`src/rtl/count_run_controller.sv`:
```
// count_run_controller
// Runs a counter from 0 up to a latched terminal count, advancing once per
// selectable period. A run can be paused (the period timer freezes and
// resumes where it left off) or aborted (back to IDLE with the count cleared).
// Completion is signalled by a one-cycle DONE state with a registered pulse.
module count_run_controller #(
    parameter int CNT_W       = 5,
    parameter int DIV_W       = 28,
    parameter int BASE_PERIOD = 50000000
) (
    input  logic             clock,
    input  logic             reset,
    input  logic             start,
    input  logic             pause,
    input  logic             abort,
    input  logic [1:0]       speed,
    input  logic [CNT_W-1:0] limit,
    output logic [CNT_W-1:0] count,
    output logic             tick,
    output logic             busy,
    output logic             done,
    output logic [1:0]       state
);

    localparam logic [1:0] ST_IDLE  = 2'd0;
    localparam logic [1:0] ST_RUN   = 2'd1;
    localparam logic [1:0] ST_PAUSE = 2'd2;
    localparam logic [1:0] ST_DONE  = 2'd3;

    // Cycles per tick at speed 01, carried in the divider's own width.
    localparam logic [DIV_W-1:0] BASE = DIV_W'(BASE_PERIOD);

    logic [DIV_W-1:0] divider;   // cycles remaining until the next tick
    logic [1:0]       speed_q;   // rate select captured at start
    logic [CNT_W-1:0] limit_q;   // terminal count captured at start
    logic [CNT_W-1:0] count_inc;

    // Reload value for the divider: tick period minus one for a rate select.
    function automatic logic [DIV_W-1:0] period_m1(input logic [1:0] sel);
        logic [DIV_W-1:0] period;
        case (sel)
            2'd0:    period = DIV_W'(1);
            2'd1:    period = BASE;
            2'd2:    period = BASE << 1;
            default: period = BASE << 2;
        endcase
        return period - DIV_W'(1);
    endfunction

    assign count_inc = count + CNT_W'(1);

    // A tick is an advance that actually happens this cycle, so pause and
    // abort suppress it even when the divider has expired.
    assign tick = (state == ST_RUN) && (divider == '0) && !pause && !abort;
    assign busy = (state == ST_RUN) || (state == ST_PAUSE);

    // Run sequencing: state, count, period divider, latched run settings and
    // the registered completion pulse.
    // NOTE: every register here is assigned with <= so all of them update
    // from the same pre-edge values; blocking = would leak new values into
    // later statements of this block.
    always_ff @(posedge clock) begin
        if (reset) begin
            state   <= ST_IDLE;
            count   <= '0;
            divider <= '0;
            done    <= 1'b0;
            speed_q <= 2'd0;
            limit_q <= '0;
        end else begin
            done <= 1'b0;
            case (state)
                ST_IDLE: begin
                    if (start) begin
                        speed_q <= speed;
                        limit_q <= limit;
                        count   <= '0;
                        if (limit == '0) begin
                            // Nothing to count: complete immediately.
                            divider <= '0;
                            state   <= ST_DONE;
                            done    <= 1'b1;
                        end else begin
                            divider <= period_m1(speed);
                            state   <= ST_RUN;
                        end
                    end
                end

                ST_RUN: begin
                    if (abort) begin
                        count   <= '0;
                        divider <= '0;
                        state   <= ST_IDLE;
                    end else if (pause) begin
                        // Divider and count hold through the pause.
                        state <= ST_PAUSE;
                    end else if (divider == '0) begin
                        count   <= count_inc;
                        divider <= period_m1(speed_q);
                        if (count_inc == limit_q) begin
                            state <= ST_DONE;
                            done  <= 1'b1;
                        end
                    end else begin
                        divider <= divider - DIV_W'(1);
                    end
                end

                ST_PAUSE: begin
                    if (abort) begin
                        count   <= '0;
                        divider <= '0;
                        state   <= ST_IDLE;
                    end else if (!pause) begin
                        // Resume from the held divider value.
                        state <= ST_RUN;
                    end
                end

                default: begin
                    // DONE lasts one cycle; abort and start are ignored here.
                    state <= ST_IDLE;
                end
            endcase
        end
    end

endmodule

```
`config.mk`:
```
export PLATFORM = sky130hd
export DESIGN_NAME = count_run_controller
export DESIGN_NICKNAME = d
export VERILOG_FILES = /design/src/rtl/count_run_controller.sv
export SDC_FILE = /design/constraint.sdc
export NUM_CORES = 1
export LEC_CHECK = 0
export BUFFER_PORTS_ARGS = -buffer_cell sky130_fd_sc_hd__buf_2
export CAP_MARGIN = 20
export CORE_ASPECT_RATIO = 0.6
export CORE_MARGIN = 1.5
export CORE_UTILIZATION = 30
export DETAILED_ROUTE_END_ITERATION = 7
export GPL_ROUTABILITY_DRIVEN = 0
export SYNTH_ARGS = -nofsm -noshare
export SYNTH_HDL_FRONTEND = slang
export SYNTH_SLANG_ARGS = --single-unit
export TNS_END_PERCENT = 50
```
`constraint.sdc`:
```
create_clock -name clock -period 3.2 [get_ports clock]
set_input_delay 0.16 -clock clock [delete_from_list [all_inputs] [get_ports clock]]
set_output_delay 0.16 -clock clock [all_outputs]
set_load 0.005 [all_outputs]
```
==> impl_metrics.tcl, run 1 <==
set metrics [dict create \
    status "finished, final reports clean" \
    max_freq_ghz 0.336 \
    nets 446 \
    grt_pass1_wl_um 15300 \
    cts_tree "built" \
    required_ns 3.38 \
    ys_warn_count 0 \
    drt_first_pass_iters 5 \
    cts_hold_buf 0 \
    routedLengthMet1_um 4740 \
    hold-path-endpoint "limit_q[1]$_SDFFE_PP0P_" \
    drc 0 \
    final_hold_viol_count 0 \
    clkSinkCount 43 \
    ant_nets 0 \
    synth_top_cell_by_area "dfxtp_1" \
    routed_wirelength_um 9430 \
    top_layer "met4" \
    initial_core_util_pct 31.2 \
    grt_max_degree 25 \
    slowest_delay_ns 0.61 \
    crit_slowest_cell "or4_4" \
    min_period_ns 2.98 \
    setup_viol 0 \
    yosysMostFrequentCell "a21oi_1" \
    die-width_um 135 \
    ys_types 65 \
    ys_seq_elements 43 \
    synth_top_flop_cell "dfxtp_1" \
    wl_per_cell_um 17.1 \
    cts-root-buf "clkbuf_16" \
    htree_num_levels 2 \
    critPathCaptureType "register" \
    grt_usage_pct 17.7 \
    tightest_slew_ns 0.800 \
    synthesis.nets 422 \
    n_fill_cell 1023 \
    r2r-start "divider[10]$_SDFFE_PP0P_" \
    crit_chain "or4_4, or3_4, nor3_4, a21oi_1, ha_1, and2_1, o311ai_2, or3_1, a31oi_1, or2_2" \
    yosys-top-cells-count "46 x a21oi_1, 43 x dfxtp_1, 41 x nor2_1, 25 x o21ai_0, 21 x nand2_1" \
    ir_drop_v 0.000244 \
    relSlewSlack_pct 46.7 \
    hold_path_depth 3 \
    clkTransAtPathRegs_ns 0.07 \
    netlist.area_leader.share_pct 27.6 \
    port_buffers 21 \
    rrSetupSlack_ns 0.22 \
    pre_cts_slack_ns 0.258 \
    hp-class "input port to register" \
    critPathBufInv 0 \
    antenna_found_initial 0 \
    grt_pass1_vias 2957 \
    rsz0062_at_grt "false" \
    power_density_nw_per_um2 622 \
    drive_gt1_share_pct 15.6 \
    crit_path_max_fanout 7 \
    area_delta_synth_final_pct 14.3 \
    cp.depth 10 \
    first_iter_violations 268 \
    p_leak_uw 0.00140 \
    wl_met3_um 1020 \
    critical_path_class "register to register" \
    r2r_cells 10 \
    clock_latency_ns 0.29 \
    synthTopCellsByArea "dfxtp_1 28%, a21oi_1 7.4%, ha_1 6.8%, nor2_1 4.9%, o21ai_0 4.0%" \
    via_per_inst 5.80 \
    cts_buffers 5 \
    avgSynthCellArea_sq_um 7.93 \
    synth_edf_count 0 \
    final_max_slew_viol_count 0 \
    worstPathArrival_ns 3.16 \
    post_cts_resized 0 \
    core_sq_um 9980 \
    synth_area_sq_um 3120 \
    async_flop_share_pct 0 \
    n_antenna_cell 0 \
    synthCells 393 \
    num_io_pins 22 \
    cts.path.max_buffers 2 \
    ys_seq_area_share_pct 27.6 \
    cp-start-kind "register" \
    die_area_sq_um 11000 \
    min-delay-start "limit[1]" \
    vias 3210 \
    dieHeight_um 82.0 \
    r2r-end "divider[18]$_SDFFE_PP0P_" \
    overflow 0 \
    critPathTopFamily "simple AND/OR/NAND/NOR gates" \
    hpwl_um 7180 \
    wl_met2_um 3610 \
    period_share_pct 93.1 \
    tns_ns 0 \
    cap_violations 0 \
    fin_worst_skew_ns 0.00943 \
    post_cts_buffers 0 \
    timing.final.ws_setup_ns 0.221 \
    rows 28 \
    fin_util_pct 35.7 \
]
## worst register-to-register path: stages (launching register included)
cell and delay, ns:
dfxtp_1 0.36, or4_4 0.61, or3_4 0.43, nor3_4 0.13, a21oi_1 0.12, ha_1 0.27, and2_1 0.23, o311ai_2 0.20
or3_1 0.19, a31oi_1 0.08, or2_2 0.27
## sequential cells by signal, indices dropped and copies added (netlist names)
register  cells
state         2
speed_q       2
limit_q       5
count         5
done          1
divider      28
## worst max path at each step
stage | slack (ns) | to | startpoint
6_report | 0.22 | divider[18]$_SDFFE_PP0P_ | divider[10]$_SDFFE_PP0P_
2_1_floorplan | 0.19 | divider[18]$_SDFFE_PP0P_ | divider[10]$_SDFFE_PP0P_
3_5_place_dp | 0.26 | divider[18]$_SDFFE_PP0P_ | divider[10]$_SDFFE_PP0P_
5_1_grt | 0.08 | divider[27]$_SDFFE_PP0P_ | speed_q[0]$_SDFFE_PP0P_
4_1_cts | 0.23 | divider[18]$_SDFFE_PP0P_ | divider[10]$_SDFFE_PP0P_
3_3_place_gp | 0.34 | divider[18]$_SDFFE_PP0P_ | divider[10]$_SDFFE_PP0P_
## through the flow
stage          power [uW]  cell area (sq um)  hold slack, ns  instances
6_report             2220               3560           0.130        553
4_1_cts              2200               3560           0.128        553
2_1_floorplan        1390               3120           0.307        393
3_5_place_dp         1690               3420           0.436        545
3_3_place_gp         1670               3420           0.435        545
5_1_grt              2340               3560           0.134        553
## routing by layer
| metal | GRT usage, % | vias up |
|---|---|---|
| li1 | - | 1534 |
| met1 | 26.5 | 1503 |
| met2 | 25.0 | 167 |
| met3 | 5.25 | 6 |
| met4 | 2.69 | 0 |
| met5 | 0 | - |
## logic make-up after synthesis
group,count (synthesis),synth area share (%)
fa+ha+maj,17,6.82
buf+inv,29,3.61
mux,3,0.964
compound gates,139,30.3
xor+xnor,16,5.46
simple gates,146,25.3
flops,43,27.6
## report_power, final
part           total (uW)  switching (uW)  internal [uW]
registers             729             108            621
clock network         511             225            285
logic                 976             613            364
## area by class of cell
type                    count  area [sq um]  share of cell area, %
inverters                  13          48.8                   1.37
clock buffers               5           125                   3.51
flip-flops and latches     43           861                   24.2
multi-input cells         321          2150                   60.3
clock inverters             3          15.0                  0.421
repair buffers             33           195                   5.48
well taps                 135           169                   4.74
## layout by cell type, fill, tap and decap left out, types with 3 or more instances in the layout
cell        n
or3_1       6
or2_2       9
clkbuf_16   5
xor2_1      7
buf_2      21
a22oi_1     3
xnor2_1     7
clkinv_2    3
a31oi_1     6
inv_1      13
o21a_1      5
and2_1      3
nand2_1    21
a21o_1      5
buf_4      12
nor2_1     41
mux2i_1     3
ha_1       17
nor3_1     14
nand3_1    17
a21oi_1    46
or4_1       4
nor2b_1     4
o211a_1     5
nor4_1     10
o21ai_0    25
a41oi_1     4
dfxtp_1    43
a211o_1     3
a211oi_1    9
(Power assumes the default switching activity.)
==> run 2, diff against run 1 <==
Settings changed: PLACE_DENSITY set to 0.53.
==> run 2 against run 1 <==
Final cell count grew 0.54%; critical path depth is the same; via count shrank 0.78%; non-clock buffer count grew 3; count of clock-buffer cells in the layout grew 1; routed wire length grew 5.2%; clock skew shrank 0.0054 ns; combinational power is essentially flat; worst setup slack lost 0.0052 ns; die area is the same; critical endpoint unchanged; largest power group unchanged.
==> impl_metrics.tcl, run 2 (synthesis gave the netlist of run 1 again) <==
set metrics [dict create \
    ant_nets 0 \
    ir_drop_v 0.000309 \
    grt_max_degree 32 \
    cts_hold_buf 0 \
    worstPathArrival_ns 3.17 \
    htree_num_levels 2 \
    die_area_sq_um 11000 \
    clock_latency_ns 0.30 \
    area_delta_synth_final_pct 16.3 \
    hp-class "input port to register" \
    initial_core_util_pct 31.2 \
    grt_pass1_vias 2889 \
    hpwl_um 7480 \
    clkSinkCount 43 \
    whs_ns 0.120 \
    wl_per_cell_um 17.8 \
    crit_path_max_fanout 7 \
    setup_viol 0 \
    timing.final.ws_setup_ns 0.216 \
    min_period_ns 2.98 \
    critPathCaptureType "register" \
    cts_buffers 5 \
    via_per_inst 5.73 \
    p_total_uw 2360 \
    power_density_nw_per_um2 650 \
    drt_first_pass_iters 4 \
    slowest_delay_ns 0.61 \
    n_antenna_cell 0 \
    drc 0 \
    critical_path_class "register to register" \
    max_freq_ghz 0.335 \
    drive_gt1_share_pct 16.4 \
    nets 449 \
    overflow 0 \
    grt_pass1_wl_um 15900 \
    port_buffers 21 \
    largest_registers "divider x28, count x5, limit_q x5" \
    grt_usage_pct 19.0 \
    required_ns 3.38 \
    period_share_pct 93.2 \
    clkTransAtPathRegs_ns 0.07 \
    vias 3185 \
    dieHeight_um 82.0 \
    final_max_slew_viol_count 0 \
    relSlewSlack_pct 53.0 \
    fin_worst_skew_ns 0.00406 \
    cp-start-kind "register" \
    largest_register_ffs 28 \
    cts_tree "built" \
    cts.path.max_buffers 2 \
    antenna_found_initial 0 \
    tns_ns 0 \
    core_sq_um 9980 \
    p_leak_uw 0.00143 \
    status "finished, final reports clean" \
    first_iter_violations 252 \
    crit_slowest_cell "or4_4" \
    pre_cts_slack_ns 0.243 \
    cap_violations 0 \
    layout_common_cells "46 x a21oi_1, 43 x dfxtp_1, 41 x nor2_1" \
    die-width_um 135 \
    regMostFlops "divider" \
    layout_commonest_cell "a21oi_1" \
    cts-root-buf "clkbuf_16" \
    rows 28 \
    crit_chain "or4_4, or3_4, nor3_4, a21oi_1, ha_1, and2_1, o311ai_2, or3_1, a31oi_1, or2_2" \
    tightest_slew_ns 0.696 \
    rsz0062_at_grt "false" \
    num_io_pins 22 \
    routed_wirelength_um 9920 \
    fin_util_pct 36.3 \
    final_hold_viol_count 0 \
]
[run 2: cell count changes in the layout (fill, tap and decap cells not counted)]
cell | previous run | this run
bufinv_16 | 0 | 1
nor4_2 | 1 | 2
clkinv_2 | 3 | 1
buf_4 | 12 | 15
clkbuf_8 | 0 | 1
nor4_1 | 10 | 9
[run 2: per-stage QoR]
| stage | cell area (sq um) | cells |
|---|---|---|
| after floorplan | 3120 | 393 |
| after global placement | 3440 | 548 |
| after detailed placement | 3440 | 548 |
| after CTS | 3620 | 556 |
| after global routing | 3620 | 556 |
| final | 3620 | 556 |
[run 2: critical path, delay by kind of cell, from the launching register on]
kind,cells,cell delay (ns)
and+or+nand+nor,6,1.86
DFF,1,0.36
AOI/OAI and AO/OA,3,0.37
adders and majority gates,1,0.27
[run 2: final cells by class]
type,instances,area [sq um]
clock inverter,2,35.0
timing repair buffer,36,218
tap,135,169
inverter,13,48.8
sequential,43,861
clock buffer,6,139
multi-input combinational,321,2150
fill,1058,6360
[run 2: final timing paths]
kind                                               start                  endpoint  slack [ns]  cells after the start
worst max-delay path            divider[10]$_SDFFE_PP0P_  divider[18]$_SDFFE_PP0P_        0.22                     10
worst min-delay path                            limit[3]   limit_q[3]$_SDFFE_PP0P_        0.12                      3
worst max register to register  divider[10]$_SDFFE_PP0P_  divider[18]$_SDFFE_PP0P_        0.22                     10
worst min register to register   limit_q[2]$_SDFFE_PP0P_   limit_q[2]$_SDFFE_PP0P_        0.47                      2
[run 2: where the power goes]
part | total (uW) | leakage, uW | internal, uW | switching (uW)
clock network | 626 | 0.0000868 | 389 | 237
registers | 728 | 0.000354 | 621 | 107
logic | 1000 | 0.000987 | 373 | 629
total | 2360 | 0.00143 | 1380 | 973
[run 2: timing repair]
action,4_1_cts,5_1_grt
resized for setup,0,1
setup endpoints to repair,0,2
setup buffers,0,0
hold endpoints to repair,0,0
[run 2: routing by layer]
metal / routed length, um / vias up / global-route usage, %
met5: 0 / - / 0
met3: 921 / 10 / 6.36
li1: - / 1539 / -
met1: 5380 / 1530 / 29.8
met2: 3530 / 106 / 23.5
met4: 90 / 0 / 4.30
